$ cat src/rtl/esc_pwm_decoder.sv
// ESC PWM receiver: measures the high time of one PWM line and recovers the speed code,
// flagging motors-off, saturated and malformed pulses, plus loss of signal.
`timescale 1ns/1ps
module esc_pwm_decoder #(
    parameter int        BASE_CLKS = 50000,
    parameter int        SCALE     = 3,
    parameter logic [9:0] OFF      = 10'h220,
    parameter int        MAX_HIGH  = 60000,
    parameter int        TIMEOUT   = 1048576
) (
    input  logic        clk,
    input  logic        rst,
    input  logic        pwm,
    output logic [10:0] spd,
    output logic        spd_vld,
    output logic        mtr_off,
    output logic        sat,
    output logic        pls_err,
    output logic        lost
);

    localparam int              HW        = $clog2(MAX_HIGH + 2);
    localparam int              SW        = (SCALE > 1) ? $clog2(SCALE) : 1;
    localparam logic [HW-1:0]   BASE_LAST = HW'(BASE_CLKS - 1);
    localparam logic [HW-1:0]   MAX_C     = HW'(MAX_HIGH);
    localparam logic [HW-1:0]   HSAT_C    = HW'(MAX_HIGH + 1);
    localparam logic [SW-1:0]   SUB_LAST  = SW'(SCALE - 1);
    localparam logic [19:0]     PRD_LAST  = 20'(TIMEOUT - 1);

    typedef enum logic [1:0] {ARM, IDLE, BASE, MEAS} state_t;

    state_t          state_r, state_s;
    logic            pwm_meta_r, pwm_sync_r, pwm_dly_r;
    logic            rise_s, fall_s;
    logic            err_s, done_s, pend_r;
    logic [HW-1:0]   hi_cnt_r;
    logic [SW-1:0]   sub_cnt_r;
    logic [11:0]     units_r;
    logic [19:0]     prd_cnt_r;
    logic [11:0]     dec_s;

    // Maps recovered units to {sat, spd}: below the idle offset reads as zero, above the code range clamps.
    function automatic logic [11:0] decode_units(input logic [11:0] units_v);
        logic [12:0] diff_v;
        logic [11:0] res_v;
        diff_v = {1'b0, units_v} - {3'b000, OFF};
        if (units_v < {2'b00, OFF}) begin
            res_v = 12'h000;
        end else if (diff_v > 13'd2047) begin
            res_v = {1'b1, 11'h7FF};
        end else begin
            res_v = {1'b0, diff_v[10:0]};
        end
        return res_v;
    endfunction

    assign rise_s = pwm_sync_r & ~pwm_dly_r;
    assign fall_s = ~pwm_sync_r & pwm_dly_r;
    assign dec_s  = decode_units(units_r);

    // Two-flop synchronizer plus delayed copy for edge detection; idles high so reset never fakes a rise.
    always_ff @(posedge clk or posedge rst) begin
        if (rst) begin
            pwm_meta_r <= 1'b1;
            pwm_sync_r <= 1'b1;
            pwm_dly_r  <= 1'b1;
        end else begin
            pwm_meta_r <= pwm;
            pwm_sync_r <= pwm_meta_r;
            pwm_dly_r  <= pwm_sync_r;
        end
    end

    // State register.
    always_ff @(posedge clk or posedge rst) begin
        if (rst) begin
            state_r <= ARM;
        end else begin
            state_r <= state_s;
        end
    end

    // Next-state logic with the pulse-complete and pulse-error decisions.
    always_comb begin
        state_s = state_r;
        err_s   = 1'b0;
        done_s  = 1'b0;
        case (state_r)
            ARM: begin
                if (!pwm_sync_r) state_s = IDLE;
                else             state_s = ARM;
            end
            IDLE: begin
                if (rise_s) state_s = BASE;
                else        state_s = IDLE;
            end
            BASE: begin
                if (fall_s) begin
                    err_s   = 1'b1;
                    state_s = IDLE;
                end else if (pwm_sync_r && (hi_cnt_r == BASE_LAST)) begin
                    state_s = MEAS;
                end else begin
                    state_s = BASE;
                end
            end
            MEAS: begin
                if (fall_s) begin
                    state_s = IDLE;
                    if (hi_cnt_r > MAX_C) err_s = 1'b1;
                    else                  done_s = 1'b1;
                end else begin
                    state_s = MEAS;
                end
            end
            default: state_s = ARM;
        endcase
    end

    // High-time counters; the rise cycle itself is the first counted high cycle.
    always_ff @(posedge clk or posedge rst) begin
        if (rst) begin
            hi_cnt_r  <= '0;
            sub_cnt_r <= '0;
            units_r   <= 12'h000;
        end else begin
            case (state_r)
                IDLE: begin
                    if (rise_s) begin
                        hi_cnt_r  <= HW'(1);
                        sub_cnt_r <= '0;
                        units_r   <= 12'h000;
                    end
                end
                BASE: begin
                    if (pwm_sync_r && (hi_cnt_r < HSAT_C)) hi_cnt_r <= hi_cnt_r + HW'(1);
                end
                MEAS: begin
                    if (pwm_sync_r) begin
                        if (hi_cnt_r < HSAT_C) hi_cnt_r <= hi_cnt_r + HW'(1);
                        if (sub_cnt_r == SUB_LAST) begin
                            sub_cnt_r <= '0;
                            if (units_r != 12'hFFF) units_r <= units_r + 12'h001;
                        end else begin
                            sub_cnt_r <= sub_cnt_r + SW'(1);
                        end
                    end
                end
                default: begin
                    hi_cnt_r <= hi_cnt_r;
                end
            endcase
        end
    end

    // Decoded outputs are published one cycle after the fall so units is settled.
    always_ff @(posedge clk or posedge rst) begin
        if (rst) begin
            pend_r  <= 1'b0;
            pls_err <= 1'b0;
            spd_vld <= 1'b0;
            spd     <= 11'h000;
            sat     <= 1'b0;
            mtr_off <= 1'b1;
        end else begin
            pend_r  <= done_s;
            pls_err <= err_s;
            spd_vld <= pend_r;
            if (pend_r) begin
                spd     <= dec_s[10:0];
                sat     <= dec_s[11];
                mtr_off <= (units_r == 12'h000);
            end
        end
    end

    // Loss-of-signal watchdog; a rise in the timeout cycle suppresses the set.
    always_ff @(posedge clk or posedge rst) begin
        if (rst) begin
            prd_cnt_r <= 20'h00000;
            lost      <= 1'b0;
        end else begin
            if (rise_s) begin
                prd_cnt_r <= 20'h00000;
            end else if (prd_cnt_r != 20'hFFFFF) begin
                prd_cnt_r <= prd_cnt_r + 20'h00001;
            end
            if (!rise_s && (prd_cnt_r == PRD_LAST)) begin
                lost <= 1'b1;
            end else if (pend_r) begin
                lost <= 1'b0;
            end
        end
    end

endmodule

$ cat config.mk
export PLATFORM = sky130hd
export DESIGN_NAME = esc_pwm_decoder
export DESIGN_NICKNAME = d
export VERILOG_FILES = /design/src/rtl/esc_pwm_decoder.sv
export SDC_FILE = /design/constraint.sdc
export NUM_CORES = 1
export LEC_CHECK = 0
export ABC_AREA = 1
export ABC_CLOCK_PERIOD_IN_PS = 3900
export BUFFER_PORTS_ARGS = -buffer_cell sky130_fd_sc_hd__buf_2
export CAP_MARGIN = 15
export CORE_ASPECT_RATIO = 1.1
export CORE_UTILIZATION = 41
export DETAILED_ROUTE_END_ITERATION = 8
export GPL_TIMING_DRIVEN = 1
export SYNTH_ARGS = -nofsm -noshare
export SYNTH_HDL_FRONTEND = slang
export SYNTH_SLANG_ARGS = --single-unit
$ cat constraint.sdc
create_clock -name clk -period 3.9 [get_ports clk]
set_input_delay 0.195 -clock clk [delete_from_list [all_inputs] [get_ports clk]]
set_output_delay 0.195 -clock clk [all_outputs]
set_load 0.01 [all_outputs]
### Word-level counts from Yosys, hierarchy flattened

Index checks and enable logic that the tools add are counted.

* bits in registers: 72
* output and inout bits: 16

* reduce and logical (&&, ||, !) cells: 13
* bitwise logic cells: 4
* eq/ne operators: 14
* magnitude comparators: 4
* multiplexer cells: 33
* add/subtract/negate cells: 5

Operator list (number)
* $mux 12: 6
* $mux 16: 4
* $pmux 16 s3: 1
* $mux 20: 2
* $pmux 12 s2: 1
* $add 20x1->20 const B: 1
* $eq 20x20->1 const B: 1
* $ne 20x20->1 const B: 1
* $add 16x1->16 const B: 1
* $eq 16x16->1 const B: 1
* $gt 16x16->1 const B: 1
* $lt 16x16->1 const B: 1
* $gt 13x11->1 const B: 1
* $sub 12x10->13 const B: 1
* $add 12x1->12 const B: 1
* $logic_not 12->1: 1
* $lt 12x10->1 const B: 1
* $mux 2: 6
* $ne 12x12->1 const B: 1
* $ne 2x2->1 const B: 6
* $mux 1: 10
* $reduce_and 5->1: 2
* $pmux 2 s4: 1
* $eq 2x2->1 const B: 3
* 12 further kinds: 18

### Longest topological paths before layout

Gate-level depths: netlist of run 1.

* depth after elaboration: 5
* depth in mapped cells: 12

### Worst setup path before layout of run 1

Ideal clock, no wire load.

* path kind: reg-to-reg
* start point: register prd_cnt_r[0]
* end point: register prd_cnt_r[0]
* period minus slack after synthesis: 1.547 ns
* arrival time: 1.473 ns
* buffers on the path: 1
* slack: 2.353 ns
* cell stages (with the launch flop): 9
* data required time: 3.826 ns
* path through: dfrtp_1 ha_1 nand2_2 nor2_4 nand2_2 nor3_4 nand3_2 buf_6 o21ai_2

* cells in the longest elaborated chain, start to end: 3
* elaborated cells between the ends (all ways): 5
* those cells by class: add/sub (1); eq/ne (1); mux (2); reduce/logical (1)

Ends and longest elaborated chain
* from (decl): RTL line 39 `logic [19:0] prd_cnt_r;`
* from (signal assigned): RTL line 186 `prd_cnt_r <= prd_cnt_r + 20'h00001;`
* $add 20x1->20: RTL line 186
* $mux 20: RTL line 185 `end else if (prd_cnt_r != 20'hFFFFF) begin`
* $mux 20: RTL line 183 `if (rise_s) begin`

Several ways; a longest one is shown, not always the timed one. The select of a mux whose other input is x is not followed.
A chain may end at the register's enable or synchronous reset.

### Worst setup path after layout of run 1

Ends and elaborated chain as after synthesis.

==> results.cfg, run 1 <==
[status]
status = finished with violations
violations = negative hold slack

[sta]
rsz0062_at_grt = no
max_slew_margin = 0.4799
fin_tns_setup_ps = 0
finClkSkew_ps = 10.35
max_freq_ghz = 0.4834
setup_viol = 0
hold_slack_ps = -17.90
tightest_slew_ps = 779.0
period_minus_slack_ps = 2068
hold_viol = 22
period_share = 0.5304
final_max_slew_viol_count = 0

[yosys]
netlist_instances = 582
async_reset_ff_frac = 1.000
syn_avg_cell_area_sq_um = 7.376
synth-edff-count = 0
synth_nets = 593
synthFlopType = dfrtp_1
synth_warnings = 0
ys_seq_area_frac = 0.4209
ys_seq_elements = 72
synthesis.area_sq_mm = 0.004293
yosysMostFrequentCell = nand2_1
synthDistinctLibCells = 36
synth_common_cells = nand2_1 (168), nand3_1 (74), dfrtp_1 (68), nor2_1 (62), inv_1 (60)
yosysTopAreaCellShare = 0.3964
synth.area.top_cells = dfrtp_1 (40%), nand2_1 (15%), nand3_1 (8.6%), nor2_1 (5.4%), inv_1 (5.2%)
synth_top_area_cell = dfrtp_1

[floorplan]
row_count = 38
die_h_um = 109.3
die_w_um = 99.57
dieArea_sq_mm = 0.01088
start_util = 0.4279
core_region_area_sq_mm = 0.01003
ios = 19

[drt]
drc = 0
wl_per_cell_um = 12.43
viasPerCell = 5.012
dr.pass1.iters = 5
antenna_left = 0
vias = 3739
drtIter0Drc = 199
drt_wl_total_mm = 9.273

[worst_setup_path]
criticalPathCategory = reg2reg
r2r_setup_slack_ps = 1830
cpLargestDelayFamily = simple AND/OR/NAND/NOR gates
required_ps = 4120
crit_path_start = prd_cnt_r[0]
r2r_start = prd_cnt_r[0]
crit_buf_inv = 0
startpoint_type = flip-flop
cpMostUsedCell = nand2_2
cp_slowest_cell = dfrtp_1
worstPathMaxFanout = 23
reg2reg_depth = 8
critPathMaxStageDelay_ps = 430
cp-end-kind = flip-flop
cp_cell_sequence = ha_1, nand2_2, nor2_4, nand2_2, nor3_4, nand3_2, nand3_1, o21ai_2
r2r_end = prd_cnt_r[0]
arrival_ps = 2290

[global_route]
met2_usage = 0.3075
top_usage_layer = met2
grt_use_met1 = 0.2447
antenna_found_initial = 0
grt_usage = 0.1868
grt_pass1_wl_mm = 16.01
grt_overflow = 0
met3_usage = 0.03624
grt_pass1_vias = 3418
grt_max_degree = 39

[pwr]
clkPwrFrac = 0.379
internal_power_mw = 1.329
switchingPower_mw = 0.5508
p_leak_nw = 2.304
power_density_mw_per_mm2 = 396.9
switching_share = 0.2930
seq_power_share = 0.463
pwr-share-comb = 0.159
irDropWorstVdd_mv = 0.1831
fin_total_pwr_mw = 1.880

[placed_design]
gp_congestion = 0.8797
dp_hpwl_mm = 6.698
dpl_cell_area_sq_mm = 0.004488
port_buffers = 18

[layout]
fin_util = 0.4721
final_area_sq_mm = 0.004736
nNetsFinal = 612
syn2layout_area_growth_pct = 10.32
drive_gt1_frac = 0.1403
antennaDiodeCount = 0

[clocking]
cts_sinks = 72
insertion_delay_ps = 350
cts_tree = yes
clkTransAtPathRegs_ps = 70
numCtsBuffers = 9
htreeDepth = 3
cts_root_buffer = clkbuf_8
post_cts_buffers = 0
cts_buffer_depth = 2

[hold_path]
hold_class = in2async

[job]
drv_cap = 0
==> stage by stage <==
step | worst slack [ps] | std cells
2_1_floorplan | 1887 | 582
3_3_place_gp | 1886 | 729
3_5_place_dp | 1837 | 729
4_1_cts | 1818 | 746
5_1_grt | 1567 | 746
6_report | 1832 | 746
==> sequential cells by signal, summed over array words and instances (netlist names), 2 cells and up <==
| register | flops |
|---|---|
| units_r | 12 |
| hi_cnt_r | 16 |
| spd | 11 |
| sub_cnt_r | 2 |
| state_r | 2 |
| prd_cnt_r | 20 |
==> worst register-to-register path, delay by kind of cell (launching register included) <==
family                   cells  cell delay (ps)
AO/OA/AOI/OAI                1               70
adder cells (fa/ha/maj)      1              310
flip-flops                   1              430
AND/OR/NAND/NOR              6             1150
==> cells by family (layout without fill, tap and decap cells) <==
kind of cell             after synthesis  count (layout)  synth area share
adder cells (fa/ha/maj)                8               8           0.02332
AO/OA/AOI/OAI                         47              47           0.06733
buffers and inverters                 80             104           0.07840
AND/OR/NAND/NOR                      364             364            0.3876
flip-flops                            72              72            0.4209
XOR/XNOR                              11              11           0.02244
==> power by group through the flow <==
stage	Sequential, mW	Combinational [mW]	Clock, mW
floorplan	0.873	0.231	0
global placement	0.882	0.294	0
detailed placement	0.884	0.301	0
CTS	0.869	0.303	0.733
global route	0.880	0.342	0.765
finish	0.870	0.298	0.712
==> worst max-delay path by stage <==
stage | endpoint | slack (ps) | cells past startpoint
finish | prd_cnt_r[0] | 1830 | 8
global route | prd_cnt_r[1] | 1570 | 8
CTS | prd_cnt_r[1] | 1820 | 8
detailed placement | prd_cnt_r[0] | 1840 | 8
global placement | prd_cnt_r[0] | 1890 | 8
floorplan | hi_cnt_r[0] | 1890 | 1
==> routing by layer <==
layer	part of all wire	wire, um	vias up
li1	-	-	1909
met1	0.48	4417	1753
met2	0.47	4403	67
met3	0.037	344	10
met4	0.011	106	0
met5	0	0	-
==> cell usage in the layout, fill, tap and decap left out, types with 4 or more instances in the layout <==
master	n
ha_1	8
dfrtp_1	68
inv_1	59
xor2_1	9
nand2_2	10
o21ai_0	20
inv_2	7
nor3_1	12
a21oi_1	7
o21ai_2	10
o31ai_1	5
nor2_1	62
or2_2	7
nand2_1	168
buf_2	18
dfstp_2	4
nand3_1	74
clkbuf_8	9
nand4_1	13
==> repair_timing <==
action                                 4_1_cts  5_1_grt
endpoints found under the hold margin        1        0
setup endpoints to repair                    0        0
gates resized for setup                      0        0
hold buffers                                 1        0
==> final cells by class <==
cell class                 count  area, sq um
clock inverter                 5        106.4
clock buffer                  11        131.4
fill                         971         5296
inverter                      67        251.5
sequential                    72         1807
tap                          140        175.2
multi-input combinational    430         2150
timing repair buffer          21        115.1
No activity file was read; power rests on OpenSTA's default activity.
==> inputs of run 2 (changes only) <==
--- a/config.mk
+++ b/config.mk
@@ -5,8 +5,8 @@
 export SDC_FILE = /design/constraint.sdc
 export NUM_CORES = 1
 export LEC_CHECK = 0
-export ABC_AREA = 1
-export ABC_CLOCK_PERIOD_IN_PS = 3900
+export ABC_AREA = 0
+export ABC_CLOCK_PERIOD_IN_PS = 2170
 export BUFFER_PORTS_ARGS = -buffer_cell sky130_fd_sc_hd__buf_2
 export CAP_MARGIN = 15
 export CORE_ASPECT_RATIO = 1.1
==> constraint.sdc (replaced) <==
create_clock -name clk -period 2.17 [get_ports clk]
set_input_delay 0.1085 -clock clk [delete_from_list [all_inputs] [get_ports clk]]
set_output_delay 0.1085 -clock clk [all_outputs]
set_load 0.01 [all_outputs]
==> run 2 against run 1 <==
Highest routed layer unchanged. Combinational power rose by 100%. The flow now finishes without violations. Final area decreased by 5.2%. Clock skew down 2.2 ps. Setup slack lost 1700 ps. Critical path type unchanged. Fmax up 0.16%.
==> results.cfg, run 2 <==
[clocking]
cts_buffer_depth = 2
insertion_delay_ps = 360
clkTransAtPathRegs_ps = 80
htreeDepth = 3
numCtsBuffers = 9
cts_sinks = 72
cts_root_buffer = clkbuf_8
cts_tree = yes
cts_resized = 0

[layout]
nNetsFinal = 461
final_common_cell = dfrtp_1
final_area_sq_mm = 0.004489
drive_gt1_frac = 0.1736
regMostFlops = prd_cnt_r
largest_reg_flops = 20
layout_common_cells = dfrtp_1 (68), nand2_1 (43), nor2_1 (41)
antennaDiodeCount = 0
top_regs = prd_cnt_r (20), hi_cnt_r (16), units_r (12)
syn2layout_area_growth_pct = 14.23

[yosys]
synth_nets = 430
synthDistinctLibCells = 58
synth_top_area_cell = dfrtp_1
synth_warnings = 0
ys_seq_elements = 72
netlist_instances = 419
synthFlopType = dfrtp_1
yosysTopAreaCellShare = 0.4330
synth_common_cells = dfrtp_1 (68), nand2_1 (43), nor2_1 (41), nand3_1 (24), xnor2_1 (20)
synth-edff-count = 0
async_reset_ff_frac = 1.000
yosysMostFrequentCell = dfrtp_1
syn_avg_cell_area_sq_um = 9.380
synthesis.area_sq_mm = 0.003930
ys_seq_area_frac = 0.4597
synth.area.top_cells = dfrtp_1 (43%), xnor2_1 (4.5%), nand2_1 (4.1%), nor2_1 (3.9%), nand3_1 (3.1%)

[global_route]
antenna_found_initial = 0
grt_overflow = 0
grt_usage = 0.1855
grt_pass1_wl_mm = 14.28
grt_max_degree = 37
grt_pass1_vias = 3009

[worst_setup_path]
reg2reg_depth = 5
criticalPathCategory = reg2reg
crit_path_start = units_r[6]
startpoint_type = flip-flop
arrival_ps = 2370
cp-end-kind = flip-flop
worstPathMaxFanout = 5
r2r_start = units_r[6]
required_ps = 2470

[hold_path]
hold_class = in2async

[sta]
hold_viol = 0
period_minus_slack_ps = 2065
final_max_slew_viol_count = 0
period_share = 0.9517
max_freq_ghz = 0.4842
max_slew_margin = 0.5702
rsz0062_at_grt = no
setup_viol = 0
fin_tns_setup_ps = 0
tightest_slew_ps = 642.8
finClkSkew_ps = 8.156

[job]
drv_cap = 0

[floorplan]
core_region_area_sq_mm = 0.009351
die_h_um = 104.7
die_w_um = 95.35
ios = 19
row_count = 37
dieArea_sq_mm = 0.009982
start_util = 0.4203

[drt]
viasPerCell = 5.483
dr.pass1.iters = 4
vias = 3136
antenna_left = 0
wl_per_cell_um = 14.79
drc = 0
drt_wl_total_mm = 8.459
drtIter0Drc = 151

[pwr]
fin_total_pwr_mw = 3.524
irDropWorstVdd_mv = 0.3972
p_leak_nw = 1.955
power_density_mw_per_mm2 = 785.1

[status]
status = complete, no violations

[placed_design]
dp_hpwl_mm = 5.890
port_buffers = 18
gp_congestion = 0.8472
dpl_cell_area_sq_mm = 0.004224
==> run 2: final cells by class <==
cell class	count	area, sq um
timing repair buffer	41	280.3
fill	899	4862
inverter	19	71.32
multi-input combinational	307	1956
sequential	72	1807
clock buffer	10	137.6
clock inverter	6	91.34
tap	117	146.4
==> run 2: power breakdown <==
part           switching (mW)  leakage (nW)  internal (mW)
Combinational           0.341         0.882          0.257
Sequential              0.187         0.957           1.51
Clock                   0.540         0.117          0.684
Total                    1.07          1.96           2.46
==> run 2: path summary, 6_finish.rpt <==
check                      slack, ps           end
max in group asynchronous       1180    pwm_meta_r
min                              330  prd_cnt_r[5]
min in group clk                 360    pwm_sync_r
min reg2reg                      360    pwm_sync_r
max reg2reg                      100        spd[8]
max                              100        spd[8]
==> run 2: worst max-delay path, stage by stage (launching register included) <==
cell,delay (ps)
dfrtp_1,380
buf_4,150
or3_1,420
o32ai_1,610
a41oi_2,310
nand2_1,120
==> run 2: cell families (layout without fill, tap and decap cells) <==
logic type / Yosys count / count (layout) / synth area share
adder cells (fa/ha/maj): 8 / 8 / 0.02547
AO/OA/AOI/OAI: 69 / 70 / 0.1207
XOR/XNOR: 27 / 27 / 0.06017
buffers and inverters: 41 / 76 / 0.04807
flip-flops: 72 / 72 / 0.4597
multiplexers: 10 / 10 / 0.02611
AND/OR/NAND/NOR: 192 / 192 / 0.2598
==> run 2: per-layer routing <==
| layer | routed length [um] | part of all wire | vias to the layer above | global-route usage |
|---|---|---|---|---|
| met2 | 4155 | 0.49 | 36 | 0.2990 |
| li1 | - | - | 1552 | - |
| met1 | 3969 | 0.47 | 1537 | 0.2365 |
| met3 | 207 | 0.024 | 11 | 0.04585 |
| met4 | 128 | 0.015 | 0 | 0.06926 |
| met5 | 0 | 0 | - | 0 |
==> run 2: what timing repair did <==
item	in CTS	in global routing
endpoints found under the setup margin	0	4
hold buffers	2	0
setup buffers	0	0
endpoints found under the hold margin	23	0
==> run 2: stage by stage <==
step	util	hold slack, ps	cells	setup WS, ps
after global placement	0.4517	173.9	553	127.0
final	0.4801	329.8	572	104.8
after global routing	0.4801	369.5	572	30.99
after detailed placement	0.4517	177.9	553	59.63
after CTS	0.4783	321.0	571	47.31
after floorplan	-	113.0	419	70.14
==> inputs of run 3 (changes only) <==
--- a/config.mk
+++ b/config.mk
@@ -9,10 +9,13 @@
 export ABC_CLOCK_PERIOD_IN_PS = 2170
 export BUFFER_PORTS_ARGS = -buffer_cell sky130_fd_sc_hd__buf_2
 export CAP_MARGIN = 15
+export CELL_PAD_IN_SITES_DETAIL_PLACEMENT = 1
+export CELL_PAD_IN_SITES_GLOBAL_PLACEMENT = 2
 export CORE_ASPECT_RATIO = 1.1
-export CORE_UTILIZATION = 41
+export CORE_UTILIZATION = 39
 export DETAILED_ROUTE_END_ITERATION = 8
 export GPL_TIMING_DRIVEN = 1
+export PLACE_DENSITY_LB_ADDON = 0.1
 export SYNTH_ARGS = -nofsm -noshare
 export SYNTH_HDL_FRONTEND = slang
 export SYNTH_SLANG_ARGS = --single-unit
==> run 3 against run 2 <==
Critical path depth rose by 3. Flip-flop and latch count unchanged. The flow now finishes with violations (design-rule violations). Setup slack got worse by 49 ps. Hold slack better by 34 ps. Non-clock buffer count decreased by 2. First-iteration DRC count down 7.9%. Die area up 5.0%. Total power down 5.2%.
==> results.cfg, run 3 (synthesis results as in run 2) <==
[drt]
vias = 3141
wl_per_cell_um = 16.65
antenna_left = 0
dr.pass1.iters = 6
drtIter0Drc = 139
drc = 7
viasPerCell = 5.482
drt_wl_total_mm = 9.539

[sta]
finClkSkew_ps = 4.765
final_max_slew_viol_count = 0
fin_tns_setup_ps = 0
max_freq_ghz = 0.4730
setup_viol = 0
tightest_slew_ps = 653.9
hold_viol = 0
period_minus_slack_ps = 2114
rsz0062_at_grt = no
period_share = 0.9742
max_slew_margin = 0.5640

[floorplan]
row_count = 38
dieArea_sq_mm = 0.01048
die_h_um = 107.3
core_region_area_sq_mm = 0.009842
start_util = 0.3993
ios = 19
die_w_um = 97.71

[layout]
largest_reg_flops = 20
nNetsFinal = 459
syn2layout_area_growth_pct = 13.24
regMostFlops = prd_cnt_r
fin_util = 0.4522
final_area_sq_mm = 0.004451
antennaDiodeCount = 0
top_regs = prd_cnt_r (20), hi_cnt_r (16), units_r (12)
drive_gt1_frac = 0.1656
layout_common_cells = dfrtp_1 (68), nand2_1 (43), nor2_1 (41)
final_common_cell = dfrtp_1
layoutNonFillerInstCount = 573

[placed_design]
port_buffers = 18
dp_hpwl_mm = 6.519
dpl_cell_area_sq_mm = 0.004213
place_inst = 554
gp_congestion = 0.7700

[global_route]
met3_usage = 0.03636
grt_overflow = 0
grt_usage = 0.1987
grt_pass1_wl_mm = 16.33
grt_use_met1 = 0.2515
antenna_found_initial = 0
met2_usage = 0.3374
top_usage_layer = met2
grt_max_degree = 73
grt_pass1_vias = 3181

[worst_setup_path]
critPathMaxStageDelay_ps = 400
crit_path_start = units_r[5]
worstPathMaxFanout = 5
arrival_ps = 2360
cp_slowest_cell = or3b_4
cp-end-kind = flip-flop
r2r_start = units_r[5]
startpoint_type = flip-flop
criticalPathCategory = reg2reg
cp_cell_sequence = inv_1, ha_4, or3b_4, and2_4, o221a_4, a41oi_4, buf_4, nand2_1
required_ps = 2410

[pwr]
p_leak_nw = 1.921
irDropWorstVdd_mv = 0.3202
fin_total_pwr_mw = 3.342
power_density_mw_per_mm2 = 751.0

[clocking]
post_cts_buffers = 0
cts_root_buffer = clkbuf_8
clkTransAtPathRegs_ps = 70
cts_sinks = 72
insertion_delay_ps = 350
cts_tree = yes
htreeDepth = 3
cts_buffer_depth = 2
numCtsBuffers = 9

[status]
violations = design-rule violations
status = finished with violations

[hold_path]
hold_class = reg2reg
worstHoldStart = pwm_meta_r

[job]
drv_cap = 0
[run 3: cell count changes in the layout (fill, tap and decap cells not counted)]
cell        delta
buf_4          -2
bufinv_16      -1
clkbuf_1       +4
clkbuf_8       -1
clkinv_4       -2
clkinvlp_4     +1
ha_1           -1
ha_4           +1
inv_6          -1
o32ai_1        -1
o32ai_2        +1
[run 3: area by class of cell]
type,instances,area (sq um)
flip-flops and latches,72,1807
clock inverters,3,42.54
well taps,120,150.1
repair buffers,39,265.3
fillers,1136,5391
multi-input cells,307,1976
inverters,19,71.32
clock buffers,13,138.9
[run 3: power breakdown]
part	internal [mW]	switching [mW]	total, mW
clock	0.532	0.500	1.03
sequential	1.52	0.176	1.69
combinational	0.262	0.356	0.618
total	2.31	1.03	3.34
[run 3: per-layer routing]
metal	wire length, um	up-vias
met5	0	-
met4	157	0
met3	176	11
met2	4705	31
met1	4499	1551
li1	-	1548
[run 3: final timing paths]
path	end	slack, ps	cells after the start
max	spd[9]	60	8
min	pwm_sync_r	360	0
max reg2reg	spd[9]	60	8
min reg2reg	pwm_sync_r	360	0
max in group asynchronous	pwm_sync_r	1420	4
min in group asynchronous	sat	400	4
[run 3: worst max-delay path, delay by kind of cell, from the launching register on]
kind            cells  cell delay (ps)
compound gates      2              530
simple gates        3              620
buf+inv             2              300
flops               1              390
fa+ha+maj           1              170
[run 3: per-stage QoR]
step | setup WS [ps] | hold WS, ps
6_report | 56.00 | 363.7
5_1_grt | 1.964 | 368.9
4_1_cts | 7.889 | 367.0
3_5_place_dp | -28.34 | 215.3
3_3_place_gp | 32.04 | 213.9
2_1_floorplan | 70.14 | 113.0
[run 3: repair_timing]
item                                    4_1_cts  5_1_grt
gates resized for setup                       1        2
hold endpoints to repair                     69        0
endpoints found under the setup margin        5        6
cloned                                        1        0
hold buffers                                  2        0
